`src/rtl/char_window_scheduler_pkg.sv`:
```
// Shared types for the character window scheduler.
// FSM states, box layout and box validity helper.
package char_rec_pkg;

  localparam int BOX_W  = 12;
  localparam int CHAR_W = 40;

  typedef enum logic [2:0] {
    S_IDLE,
    S_LOAD,
    S_WAIT_SOF,
    S_RUN,
    S_STORE,
    S_DONE
  } state_t;

  typedef struct packed {
    logic [BOX_W-1:0] hl;
    logic [BOX_W-1:0] hr;
    logic [BOX_W-1:0] vl;
    logic [BOX_W-1:0] vr;
  } box_t;

  function automatic logic box_valid(box_t b);
    return (b.hl < b.hr) && (b.vl < b.vr);
  endfunction

endpackage

```
`src/rtl/char_window_scheduler_if.sv`:
```
// Control, config and result bus of the scheduler.
// master = controller side, slave = scheduler.
interface char_window_scheduler_if #(
  parameter int MAX_CHARS = 8
);
  localparam int IDXW = $clog2(MAX_CHARS);

  logic            start;
  logic            abort;
  logic [IDXW:0]   num_chars;
  logic            cfg_we;
  logic [IDXW-1:0] cfg_idx;
  logic [47:0]     cfg_box;
  logic            i_vsync;
  logic [39:0]     char_in;
  logic [2:0]      frame_cnt;
  logic [11:0]     hcount_l;
  logic [11:0]     hcount_r;
  logic [11:0]     vcount_l;
  logic [11:0]     vcount_r;
  logic            res_we;
  logic [IDXW-1:0] res_idx;
  logic [39:0]     res_char;
  logic            busy;
  logic            done;
  logic            cfg_err;

  modport master (
    output start, abort, num_chars,
    output cfg_we, cfg_idx, cfg_box,
    output i_vsync, char_in,
    input  frame_cnt,
    input  hcount_l, hcount_r,
    input  vcount_l, vcount_r,
    input  res_we, res_idx, res_char,
    input  busy, done, cfg_err
  );

  modport slave (
    input  start, abort, num_chars,
    input  cfg_we, cfg_idx, cfg_box,
    input  i_vsync, char_in,
    output frame_cnt,
    output hcount_l, hcount_r,
    output vcount_l, vcount_r,
    output res_we, res_idx, res_char,
    output busy, done, cfg_err
  );

endinterface

```
`src/rtl/char_window_scheduler_vsync_edge_det.sv`:
```
// Registered vsync edge detector.
// fe_o pulses one cycle after vsync enters its active level.
module vsync_edge_det #(
  parameter bit VS_POL = 1'b1
) (
  input  logic clk,
  input  logic rst_n,
  input  logic vsync_i,
  output logic fe_o
);

  logic act_d;
  logic act_q;
  logic fe_q;

  assign act_d = (vsync_i == VS_POL);
  assign fe_o  = fe_q;

  // delay the active level and flag its rising transition
  always_ff @(posedge clk or negedge rst_n) begin
    if (!rst_n) begin
      act_q <= 1'b0;
      fe_q  <= 1'b0;
    end else begin
      act_q <= act_d;
      fe_q  <= act_d & ~act_q;
    end
  end

endmodule

```
`src/rtl/char_window_scheduler.sv`:
```
// Walks the box table, one box per FRAMES_PER_CHAR frames,
// and writes each recognised character to the result port.
module char_window_scheduler
  import char_rec_pkg::*;
#(
  parameter int MAX_CHARS       = 8,
  parameter int FRAMES_PER_CHAR = 2,
  parameter bit VS_POL          = 1'b1
) (
  input logic pixel_clk,
  input logic reset_n,
  char_window_scheduler_if.slave bus
);

  localparam int IDXW = $clog2(MAX_CHARS);
  localparam logic [IDXW:0] MAXN =
    (IDXW+1)'(MAX_CHARS);
  localparam logic [2:0] LASTF =
    3'(FRAMES_PER_CHAR - 1);

  box_t            tbl_q [MAX_CHARS];
  state_t          state_q;
  logic [IDXW-1:0] idx_q;
  logic [IDXW:0]   n_q;
  logic            skip_q;
  logic [2:0]      fc_q;
  box_t            crd_q;
  logic            res_we_q;
  logic [IDXW-1:0] res_idx_q;
  logic [39:0]     res_char_q;
  logic            busy_q;
  logic            done_q;
  logic            cfg_err_q;

  logic            fe;
  logic [IDXW:0]   n_d;
  box_t            box_d;
  logic            last_d;
  logic            cfg_bad_d;

  vsync_edge_det #(
    .VS_POL (VS_POL)
  ) u_fe (
    .clk     (pixel_clk),
    .rst_n   (reset_n),
    .vsync_i (bus.i_vsync),
    .fe_o    (fe)
  );

  // clamp request, pick current box, spot last box and bad cfg
  always_comb begin
    n_d = (bus.num_chars > MAXN) ? MAXN : bus.num_chars;
    box_d = tbl_q[idx_q];
    last_d = (({1'b0, idx_q} + (IDXW+1)'(1)) == n_q);
    cfg_bad_d = (state_q != S_IDLE) ||
      ({1'b0, bus.cfg_idx} >= MAXN);
  end

  // box table writes, refused while a run is active
  always_ff @(posedge pixel_clk or negedge reset_n) begin
    if (!reset_n) begin
      for (int i = 0; i < MAX_CHARS; i++)
        tbl_q[i] <= '0;
      cfg_err_q <= 1'b0;
    end else begin
      cfg_err_q <= bus.cfg_we & cfg_bad_d;
      if (bus.cfg_we && !cfg_bad_d)
        tbl_q[bus.cfg_idx] <= bus.cfg_box;
    end
  end

  // scheduling FSM with registered outputs
  always_ff @(posedge pixel_clk or negedge reset_n) begin
    if (!reset_n) begin
      state_q    <= S_IDLE;
      idx_q      <= '0;
      n_q        <= '0;
      skip_q     <= 1'b0;
      fc_q       <= '0;
      crd_q      <= '0;
      res_we_q   <= 1'b0;
      res_idx_q  <= '0;
      res_char_q <= '0;
      busy_q     <= 1'b0;
      done_q     <= 1'b0;
    end else begin
      res_we_q <= 1'b0;
      done_q   <= 1'b0;
      if (bus.abort) begin
        state_q <= S_IDLE;
        busy_q  <= 1'b0;
        fc_q    <= '0;
      end else begin
        unique case (state_q)
          S_IDLE: begin
            if (bus.start) begin
              idx_q   <= '0;
              n_q     <= n_d;
              busy_q  <= 1'b1;
              state_q <= (n_d == '0) ? S_DONE : S_LOAD;
            end
          end
          S_LOAD: begin
            crd_q <= box_d;
            fc_q  <= '0;
            if (box_valid(box_d)) begin
              skip_q  <= 1'b0;
              state_q <= S_WAIT_SOF;
            end else begin
              skip_q  <= 1'b1;
              state_q <= S_STORE;
            end
          end
          S_WAIT_SOF: begin
            if (fe)
              state_q <= S_RUN;
          end
          S_RUN: begin
            if (fe) begin
              if (fc_q == LASTF)
                state_q <= S_STORE;
              else
                fc_q <= fc_q + 3'd1;
            end
          end
          S_STORE: begin
            res_we_q   <= 1'b1;
            res_idx_q  <= idx_q;
            res_char_q <= skip_q ? '0 : bus.char_in;
            idx_q      <= idx_q + 1'b1;
            state_q    <= last_d ? S_DONE : S_LOAD;
          end
          S_DONE: begin
            done_q  <= 1'b1;
            busy_q  <= 1'b0;
            state_q <= S_IDLE;
          end
          default: state_q <= S_IDLE;
        endcase
      end
    end
  end

  assign bus.frame_cnt = fc_q;
  assign bus.hcount_l  = crd_q.hl;
  assign bus.hcount_r  = crd_q.hr;
  assign bus.vcount_l  = crd_q.vl;
  assign bus.vcount_r  = crd_q.vr;
  assign bus.res_we    = res_we_q;
  assign bus.res_idx   = res_idx_q;
  assign bus.res_char  = res_char_q;
  assign bus.busy      = busy_q;
  assign bus.done      = done_q;
  assign bus.cfg_err   = cfg_err_q;

endmodule

```
`src/flat_wrapper.sv`:
```
// flat-port wrapper written by rule: the top's interface ports become plain ports
module char_window_scheduler_flat import char_rec_pkg::*;
#(
  parameter int MAX_CHARS       = 8,
  parameter int FRAMES_PER_CHAR = 2,
  parameter bit VS_POL          = 1'b1
)
  (pixel_clk, reset_n, bus_start, bus_abort, bus_num_chars, bus_cfg_we, bus_cfg_idx, bus_cfg_box, bus_i_vsync, bus_char_in, bus_frame_cnt, bus_hcount_l, bus_hcount_r, bus_vcount_l, bus_vcount_r, bus_res_we, bus_res_idx, bus_res_char, bus_busy, bus_done, bus_cfg_err);
  char_window_scheduler_if #(.MAX_CHARS(MAX_CHARS)) bus_i ();
  input logic pixel_clk;
  input logic reset_n;
  input wire logic [$bits(bus_i.start)-1:0] bus_start;
  input wire logic [$bits(bus_i.abort)-1:0] bus_abort;
  input wire logic [$bits(bus_i.num_chars)-1:0] bus_num_chars;
  input wire logic [$bits(bus_i.cfg_we)-1:0] bus_cfg_we;
  input wire logic [$bits(bus_i.cfg_idx)-1:0] bus_cfg_idx;
  input wire logic [$bits(bus_i.cfg_box)-1:0] bus_cfg_box;
  input wire logic [$bits(bus_i.i_vsync)-1:0] bus_i_vsync;
  input wire logic [$bits(bus_i.char_in)-1:0] bus_char_in;
  output wire logic [$bits(bus_i.frame_cnt)-1:0] bus_frame_cnt;
  output wire logic [$bits(bus_i.hcount_l)-1:0] bus_hcount_l;
  output wire logic [$bits(bus_i.hcount_r)-1:0] bus_hcount_r;
  output wire logic [$bits(bus_i.vcount_l)-1:0] bus_vcount_l;
  output wire logic [$bits(bus_i.vcount_r)-1:0] bus_vcount_r;
  output wire logic [$bits(bus_i.res_we)-1:0] bus_res_we;
  output wire logic [$bits(bus_i.res_idx)-1:0] bus_res_idx;
  output wire logic [$bits(bus_i.res_char)-1:0] bus_res_char;
  output wire logic [$bits(bus_i.busy)-1:0] bus_busy;
  output wire logic [$bits(bus_i.done)-1:0] bus_done;
  output wire logic [$bits(bus_i.cfg_err)-1:0] bus_cfg_err;
  assign bus_i.start = bus_start;
  assign bus_i.abort = bus_abort;
  assign bus_i.num_chars = bus_num_chars;
  assign bus_i.cfg_we = bus_cfg_we;
  assign bus_i.cfg_idx = bus_cfg_idx;
  assign bus_i.cfg_box = bus_cfg_box;
  assign bus_i.i_vsync = bus_i_vsync;
  assign bus_i.char_in = bus_char_in;
  assign bus_frame_cnt = bus_i.frame_cnt;
  assign bus_hcount_l = bus_i.hcount_l;
  assign bus_hcount_r = bus_i.hcount_r;
  assign bus_vcount_l = bus_i.vcount_l;
  assign bus_vcount_r = bus_i.vcount_r;
  assign bus_res_we = bus_i.res_we;
  assign bus_res_idx = bus_i.res_idx;
  assign bus_res_char = bus_i.res_char;
  assign bus_busy = bus_i.busy;
  assign bus_done = bus_i.done;
  assign bus_cfg_err = bus_i.cfg_err;
  char_window_scheduler #(.MAX_CHARS(MAX_CHARS), .FRAMES_PER_CHAR(FRAMES_PER_CHAR), .VS_POL(VS_POL)) u_core (.pixel_clk(pixel_clk), .reset_n(reset_n), .bus(bus_i));
endmodule
```
`config.mk`:
```
export PLATFORM = sky130hd
export DESIGN_NAME = char_window_scheduler_flat
export DESIGN_NICKNAME = d
export VERILOG_FILES = /design/src/rtl/char_window_scheduler_pkg.sv /design/src/rtl/char_window_scheduler_if.sv /design/src/rtl/char_window_scheduler_vsync_edge_det.sv /design/src/rtl/char_window_scheduler.sv /design/src/flat_wrapper.sv
export SDC_FILE = /design/constraint.sdc
export NUM_CORES = 1
export LEC_CHECK = 0
export ABC_AREA = 1
export CAP_MARGIN = 20
export CELL_PAD_IN_SITES_DETAIL_PLACEMENT = 0
export CELL_PAD_IN_SITES_GLOBAL_PLACEMENT = 1
export CORE_MARGIN = 1.5
export CORE_UTILIZATION = 39
export CTS_CLUSTER_SIZE = 14
export DETAILED_ROUTE_END_ITERATION = 8
export PLACE_DENSITY_LB_ADDON = 0.1
export SETUP_SLACK_MARGIN = 0.1
export SLEW_MARGIN = 20
export SYNTH_ARGS = -nofsm -noshare
export SYNTH_HDL_FRONTEND = slang
export SYNTH_HIERARCHICAL = 1
export SYNTH_SLANG_ARGS = --single-unit
```
`constraint.sdc`:
```
create_clock -name pixel_clk -period 2.52 [get_ports pixel_clk]
set_input_delay 0.504 -clock pixel_clk [delete_from_list [all_inputs] [get_ports pixel_clk]]
set_output_delay 0.504 -clock pixel_clk [all_outputs]
set_load 0.02 [all_outputs]
```
# Yosys cells after proc, flatten, opt, wreduce, memory -nomap -nowiden
# Cells that the tools add are included.
[totals]
reg_bits = 495
input_bits = 101
out_inout_bits = 98
word_cells = 125
[op_classes]
n_addsub = 3
order_cmp = 6
eq_ne = 13
n_mux = 31
n_bitwise = 6
reduce_logical = 17
[op_table]
columns = ["operator", "count"]
rows = [
  ["bitwise mux 384 bit", 1],
  ["binary-select mux 48 bit (select 3 bit)", 1],
  ["demux 48 bit (select 3 bit)", 1],
  ["2-to-1 mux 48 bit", 3],
  ["2-to-1 mux 40 bit", 1],
  ["2-to-1 mux 3 bit", 12],
  ["less-than comparator 12 bit", 2],
  ["one-hot mux 3 bit (5 select lines)", 1],
  ["inequality test 3 bit (second input constant)", 4],
  ["one-hot mux 3 bit (2 select lines)", 2],
  ["AND reduction 3 bit", 3],
  ["nonzero test 3 bit", 3],
  [">= comparator 4 bit (second input constant)", 2],
  ["inverter 3 -> 4 bit", 2],
  ["2-to-1 mux 1 bit", 7],
  ["adder 3 x 1 -> 3 bit (second input constant)", 2],
  ["== test 3 x 1 -> 1 bit (second input constant)", 2],
  ["== test 3 x 2 -> 1 bit (second input constant)", 2],
  ["== test 3 bit (second input constant)", 2],
  ["AND reduction 2 bit", 3],
  ["adder 3 x 1 -> 4 bit (second input constant)", 1],
  ["== test 4 bit", 1],
  ["greater-than comparator 4 bit (second input constant)", 1],
  ["logical NOT 4 bit", 1],
  ["12 further kinds", 16],
]

# Logic depth before layout (Yosys ltp)
# Gate-level depths: netlist (run 1).
[logic_depth]
depth_word = 9
ltp_mapped = 19

# Hierarchy
# The synthesis (run 1) kept the hierarchy.
[by_module_without_submodules]
columns = ["module", "instances", "cells_each", "area_each_um2", "seq_area_each_um2"]
rows = [
  ["char_window_scheduler", 1, 2624, 21998.6, 12336.8],
  ["vsync_edge_det", 1, 4, 60.1, 50.0],
]

# Least setup slack after synthesis (run 1)
# Ideal clock, no wire load.
[synth_timing]
path_kind = "reg2reg"
start = "register u_core.idx_q[0]"
end = "register u_core.skip_q"
setup_ns = 0.136
arrival_time_ns = 2.619
t_required_ns = 2.384
setup_slack_ns = -0.235
path_stages_with_launch = 18
path_buffers = 5
synth_period_minus_slack_ns = 2.755
cell_sequence = "dfrtp_1 buf_4 inv_1 buf_2 buf_2 buf_4 buf_2 a21oi_1 o21ai_0 a31oi_1 ha_1 or2_2 a221oi_1 nand4_1 nor2_1 nand3_1 nand2_1 o21ai_0"
[synth_rtl]
columns = ["element", "line_no", "rtl"]
rows = [
  ["from (decl)", "char_window_scheduler.sv:23", "logic [IDXW-1:0] idx_q;"],
  ["from (signal assigned)", "char_window_scheduler.sv:130", "idx_q <= idx_q + 1'b1;"],
  ["to (signal assigned)", "char_window_scheduler.sv:78", "skip_q <= 1'b0;"],
  ["to (signal assigned)", "char_window_scheduler.sv:107", "skip_q <= 1'b0;"],
  ["to (signal assigned)", "char_window_scheduler.sv:110", "skip_q <= 1'b1;"],
  ["to (decl)", "char_window_scheduler.sv:25", "logic skip_q;"],
]

==> results of run 1 <==
per-layer routing:
metal	wire length [microns]	vias to the layer above	global-route usage
li1	-	9215	-
met3	3711	102	0.03546
met4	1747	2	0.07121
met5	10	-	0
met2	32030	535	0.3908
met1	31510	9108	0.3375
cell usage in the layout, fill, tap and decap left out, drive strengths merged, types with 5 or more instances in the layout:
master	count
nand3	53
inv	243
nor3	5
clkdlybuf4s50	197
a21oi	321
ha	25
buf	225
clkbuf	85
o21ai	529
clkinv	15
nand2	478
a31oi	24
nor2	245
dfrtp	495
through the flow:
step / setup WS [ns] / hold WS [ns] / total power [mW]
detailed placement: -0.6268 / 0.4331 / 29.11
global route: -0.4861 / 0.3755 / 42.32
CTS: -0.2257 / 0.3597 / 39.54
global placement: -0.5631 / 0.4129 / 28.81
finish: -0.2777 / 0.3928 / 39.46
floorplan: 0.05812 / 0.2084 / 21.89
final cells by class:
type                            count  area, sq um
Clock buffer                       85         1732
Timing Repair Buffer              426         4494
Clock inverter                     17        140.1
Fill cell                        5291        26540
Inverter                          243        930.9
Multi-Input combinational cell   1707         8320
Timing Repair inverter              2        32.53
Sequential cell                   495        12400
Tap cell                          748        935.9
flip-flops by register name (all words and copies together), names as in the netlist, 4 cells and up:
register,count
u_core/n_q,4
u_core/bus.vcount_l,12
u_core/tbl_q,384
u_core/bus.hcount_l,12
u_core/bus.vcount_r,12
u_core/bus.hcount_r,12
u_core/bus.res_char,40
cells in the mapped netlist, types with 5 or more instances:
cell type / count
a21oi_1: 321
o21ai_1: 40
dfrtp_1: 495
buf_2: 55
nor3_1: 5
nand2_1: 477
nor2_1: 243
clkbuf_1: 100
inv_1: 239
a31oi_1: 24
ha_1: 25
nand3_1: 53
o21ai_0: 489
buf_1: 21
report_power, final:
part,internal [mW],switching (mW),leakage (nW)
combinational,8.19,9.57,6.20
clock,4.90,3.30,0.935
sequential,11.8,1.75,5.94
what timing repair did:
action                                  4_1_cts  5_1_grt
buffers inserted                             36        3
endpoints found under the setup margin        3        5
pin swaps                                    36       19
gates cloned                                  8        0
hold buffers                                  1        0
hold endpoints to repair                     39        0
gates resized for setup                     131       25
critical path, cell delays in order, from the launching register on:
cell and delay [ns]:
dfrtp_4 0.52, buf_12 0.17, buf_12 0.15, buf_6 0.12, o21ai_2 0.15, o21ai_1 0.07
a21oi_1 0.13, a31oi_1 0.08, ha_2 0.19, or2_4 0.24, a221oi_2 0.17, nand4_1 0.24
nor2_2 0.18, nand3_1 0.11, nand2_1 0.08, a21oi_1 0.06
path summary, 6_finish.rpt:
path	endpoint	cells after the start
setup / recovery	u_core/state_q[2]$_DFFE_PN0P_	15
hold / removal	u_core/u_fe/act_q$_DFF_PN0_	1
setup reg to reg	u_core/state_q[2]$_DFFE_PN0P_	15
hold reg to reg	u_core/u_fe/fe_o$_DFF_PN0_	1
max in group asynchronous	u_core/bus.hcount_l[4]$_DFFE_PN0P_	4
min in group asynchronous	u_core/bus.res_char[13]$_DFFE_PN0P_	2
cells by family (layout without fill, tap and decap cells):
| kind of cell | Yosys count | count (layout) | synth area share |
|---|---|---|---|
| AND/OR/NAND/NOR | 792 | 792 | 0.1411 |
| XOR/XNOR | 3 | 3 | 0.001191 |
| flip-flops | 495 | 495 | 0.5615 |
| AO/OA/AOI/OAI | 885 | 885 | 0.2036 |
| adder cells (fa/ha/maj) | 25 | 25 | 0.01418 |
| buffers and inverters | 426 | 773 | 0.07731 |
| multiplexers | 2 | 2 | 0.001134 |
==> results_dict.tcl, run 1 <==
set metrics [dict create \
    antenna_found_initial 1 \
    cp.required_ns 2.99 \
    yosysTopAreaCell "dfrtp_1" \
    fin_util 0.5220 \
    finalWeightedCongestion 0.8402 \
    async_reset_ff_frac 1.000 \
    die_h_microns 240.8 \
    hold_viol 0 \
    instances_no_fill 3723 \
    start_util 0.3973 \
    firstDrtPassIters 5 \
    synth_edf_count 0 \
    relSlewSlack 0.5806 \
    port-buffer-count 198 \
    clkSinkCount 495 \
    syn_to_final_growth_pct 31.38 \
    rsz0062_at_grt "yes" \
    remaining_drc_errors 0 \
    clk_latency_ns 0.61 \
    synth_top_flop_cell "dfrtp_1" \
    initialDrtViolationCount 1388 \
    rows 86 \
    fin_area_sq_mm 0.02898 \
    ioPinCount 199 \
    synth_area_leaders "dfrtp_1 (56%), o21ai_0 (11%), nand2_1 (8.1%), a21oi_1 (7.3%), nor2_1 (4.1%)" \
    min_from "bus_i_vsync" \
    yosysWarningCount 6 \
    worstSetupStartpointType "register" \
    peakVddDrop_mv 0.7036 \
    clock_path_buffers 3 \
    p_per_area_mw_per_mm2 1362 \
    cts_tree "done" \
    leakage_nw 13.07 \
    dp_hpwl_microns 45300 \
    grt-ovfl-total 0 \
    drt_wl_total_microns 69010 \
    synth.top_cell.area_share 0.5615 \
    core-area_sq_mm 0.05552 \
    timing.final.crit_share 1.110 \
    worstSetupStartpoint "u_core/idx_q[0]$_DFFE_PN0P_" \
    final.setup.tns_ns -0.8858 \
    fmax_ghz 0.3574 \
    fin_crit_ns 2.798 \
    nNetsFinal 3055 \
    grt_usage 0.2417 \
    cp.arrival_ns 3.27 \
    cts_max_level 2 \
    tightest_slew_ns 0.6225 \
    skew_ns 0.02237 \
    clk_pin_slew_ns 0.06 \
    violations "setup timing" \
    path_class "register to register" \
    status "finished, violations left" \
    die_w_microns 240.8 \
    r2r-start "u_core/idx_q[0]$_DFFE_PN0P_" \
    ant_nets 0 \
    endpoint_kind "register" \
    maxCapViolations 0 \
    vias 18960 \
    syn_area_sq_mm 0.02206 \
    grt_start_max_net_pins 87 \
    synth.avg_cell_area_sq_um 8.394 \
    hold_class "input port to register" \
    path_max_fanout 5 \
    drive_above_1_share 0.1355 \
    dp.cells 3578 \
    reg2reg_setup_slack_ns -0.28 \
    finalSetupViolations 4 \
    slew_viol_final 0 \
    fin_ws_ns -0.2777 \
    n_antenna_cell 0 \
    die_area_sq_mm 0.05800 \
    wl_per_cell_microns 18.54 \
    grt_pass1_wl_microns 108100 \
    synthCells 2628 \
    root_buffer "clkbuf_16" \
    synth.ff_latch_count 495 \
    grt_pass1_vias 18750 \
    cts_made_buffers 54 \
    viasPerCell 5.093 \
    yosysSeqAreaShare 0.5615 \
    synthesis.nets 2754 \
    placed_cell_area_sq_mm 0.02622 \
    synth.distinct_cells 38 \
]
Power figures use the tool's default switching activity.
==> inputs of run 2 (changes only) <==
Settings changed: REMOVE_ABC_BUFFERS from default to 1, SKIP_LAST_GASP from default to 1.
==> run 2 against run 1 <==
  * Utilization down 0.49 points
  * Sequential share of layout area up 0.41 points
  * Largest cell class unchanged
  * Clock power up 0.9%
  * Critical path type unchanged
  * Clock skew down 0.0080 ns
  * Largest power group unchanged
  * Count of clock-buffer cells in the layout down 2
  * Cell area down 0.94%
  * Non-clock buffer count down 25
  * Critical path depth up 1
  * Die area unchanged
  * First-iteration DRC count down 6.9%
  * Via count down 1.6%
  * Critical endpoint unchanged
  * The run still ends with setup timing left
==> results_dict.tcl, run 2 (synthesized netlist as in run 1, its figures left out) <==
set metrics [dict create \
    slew_viol_final 0 \
    holdPathStages 1 \
    initialDrtViolationCount 1292 \
    maxCapViolations 0 \
    finalSetupViolations 3 \
    die_w_microns 240.8 \
    comb_power_share 0.439 \
    switching_share 0.3719 \
    syn_to_final_growth_pct 30.15 \
    grt-ovfl-total 0 \
    cp.required_ns 3.00 \
    status "finished, violations left" \
    p_per_area_mw_per_mm2 1348 \
    placed_cell_area_sq_mm 0.02622 \
    seq_power_share 0.348 \
    drt_wl_total_microns 67140 \
    nNetsFinal 3031 \
    p_int_mw 24.31 \
    core-area_sq_mm 0.05552 \
    firstDrtPassIters 5 \
    n_antenna_cell 0 \
    p_switching_mw 14.39 \
    path_class "register to register" \
    endpoint_kind "register" \
    dp_hpwl_microns 43590 \
    die_area_sq_mm 0.05800 \
    ant_nets 0 \
    r2r-start "u_core/idx_q[0]$_DFFE_PN0P_" \
    largest_reg_flops 384 \
    finalWeightedCongestion 0.8113 \
    port-buffer-count 198 \
    fin_crit_ns 2.846 \
    fin_ws_ns -0.3262 \
    final_cell_mix "dfrtp_1 (492), nand2_1 (474), o21ai_0 (435)" \
    hold_viol 0 \
    grt_pass1_wl_microns 104500 \
    die_h_microns 240.8 \
    tightest_slew_ns 0.5025 \
    dp.cells 3569 \
    path_max_fanout 5 \
    rows 86 \
    violations "setup timing" \
    fmax_ghz 0.3513 \
    start_util 0.3973 \
    regToRegEndpoint "u_core/state_q[2]$_DFFE_PN0P_" \
    grt_usage 0.2323 \
    reg2reg_setup_slack_ns -0.33 \
    rsz0062_at_grt "yes" \
    power_frac_clock 0.214 \
    clk_pin_slew_ns 0.06 \
    cts_tree "done" \
    clkSinkCount 495 \
    place_ws_ns -0.3830 \
    cts_made_buffers 56 \
    peakVddDrop_mv 0.6539 \
    relSlewSlack 0.6650 \
    antenna_found_initial 0 \
    mostFrequentLayoutCell "dfrtp_1" \
    grt_start_max_net_pins 87 \
    ioPinCount 199 \
    power.total_mw 38.70 \
    largest-register "u_core/tbl_q" \
    reg2regPathDepth 16 \
    timing.final.crit_share 1.129 \
    worstSetupStartpointType "register" \
    cts_max_level 2 \
    grt_pass1_vias 18110 \
    fillers 5318 \
    drive_above_1_share 0.1231 \
    instances_no_fill 3697 \
    hold_class "input port to register" \
    viasPerCell 5.049 \
    skew_ns 0.01437 \
    holdPathEnd "u_core/u_fe/act_q$_DFF_PN0_" \
    clock_path_buffers 3 \
    fin_area_sq_mm 0.02871 \
    root_buffer "clkbuf_16" \
    wl_per_cell_microns 18.16 \
    leakage_nw 12.92 \
    clk_latency_ns 0.61 \
    min_from "bus_i_vsync" \
    vias 18670 \
    cp.arrival_ns 3.33 \
    remaining_drc_errors 0 \
]
-- run 2: cell count changes in the layout (fill, tap and decap cells not counted), sizes merged --
cell | previous run | this run
inv | 243 | 244
clkinv | 15 | 14
buf | 225 | 199
clkbuf | 85 | 84
bufinv | 2 | 5
clkinvlp | 2 | 0
-- run 2: power groups by stage --
| stage | sequential (mW) | clock, mW | combinational [mW] |
|---|---|---|---|
| 2_1_floorplan | 14.3 | 0 | 7.25 |
| 6_report | 13.5 | 8.27 | 17.0 |
| 5_1_grt | 13.9 | 8.85 | 18.8 |
| 4_1_cts | 13.4 | 8.53 | 16.6 |
| 3_3_place_gp | 13.5 | 0 | 15.1 |
| 3_5_place_dp | 13.5 | 0 | 15.3 |
-- run 2: worst max-delay path by stage --
stage / start / end / slack, ns
after CTS: u_core/idx_q[0]$_DFFE_PN0P_ / u_core/state_q[2]$_DFFE_PN0P_ / -0.26
after detailed placement: u_core/idx_q[0]$_DFFE_PN0P_ / u_core/state_q[2]$_DFFE_PN0P_ / -0.38
final: u_core/idx_q[0]$_DFFE_PN0P_ / u_core/state_q[2]$_DFFE_PN0P_ / -0.33
after global routing: u_core/idx_q[0]$_DFFE_PN0P_ / u_core/state_q[1]$_DFFE_PN0P_ / -0.50
after global placement: u_core/idx_q[0]$_DFFE_PN0P_ / u_core/skip_q$_DFFE_PN0P_ / -0.35
after floorplan: u_core/idx_q[0]$_DFFE_PN0P_ / u_core/skip_q$_DFFE_PN0P_ / -5.83
-- run 2: area by class of cell --
| type | instances | area (sq um) | share of cell area |
|---|---|---|---|
| tap | 748 | 935.9 | 0.03260 |
| multi-input combinational | 1707 | 8258 | 0.2876 |
| clock buffer | 83 | 1634 | 0.05692 |
| sequential | 495 | 12400 | 0.4318 |
| clock inverter | 19 | 227.7 | 0.007932 |
| timing repair inverter | 1 | 11.26 | 0.0003922 |
| inverter | 243 | 919.6 | 0.03203 |
| timing repair buffer | 401 | 4327 | 0.1507 |
-- run 2: layer usage --
metal  vias up  global-route usage  share of wire
met1      9036              0.3219           0.45
li1       9159                   -              -
met4         0             0.06136          0.022
met5         -                   0              0
met3        86             0.03374          0.045
met2       386              0.3817           0.48
-- run 2: stage by stage --
stage                     TNS (ns)  hold WS (ns)  utilization
after floorplan            -876.16        0.2084            -
after global placement      -1.005        0.4102       0.4723
after detailed placement    -1.086        0.4095       0.4723
after CTS                  -0.7568        0.3435       0.5142
after global routing        -1.414        0.3660       0.5171
final                      -0.9447        0.3727       0.5171
-- run 2: worst max-delay path, cell delays in order, from the launching register on --
cell and delay [ns]:
dfrtp_4 0.54, buf_12 0.16, buf_8 0.12, inv_8 0.06, nand2_1 0.07, o21ai_1 0.14
a21oi_2 0.08, a31oi_1 0.19, ha_1 0.30, a21oi_2 0.24, o21ai_1 0.10, nand4_1 0.08
nand4_1 0.20, nor2_2 0.21, nand3_2 0.09, nand2_1 0.07, a21oi_1 0.06
-- run 2: timing repair --
item                                    4_1_cts  5_1_grt
gates resized for setup                      88       38
setup buffers                                14        4
endpoints found under the setup margin        3        3
cloned                                        6        1
hold endpoints to repair                     36        0
hold buffers                                  1        0
pin swaps                                    33       26
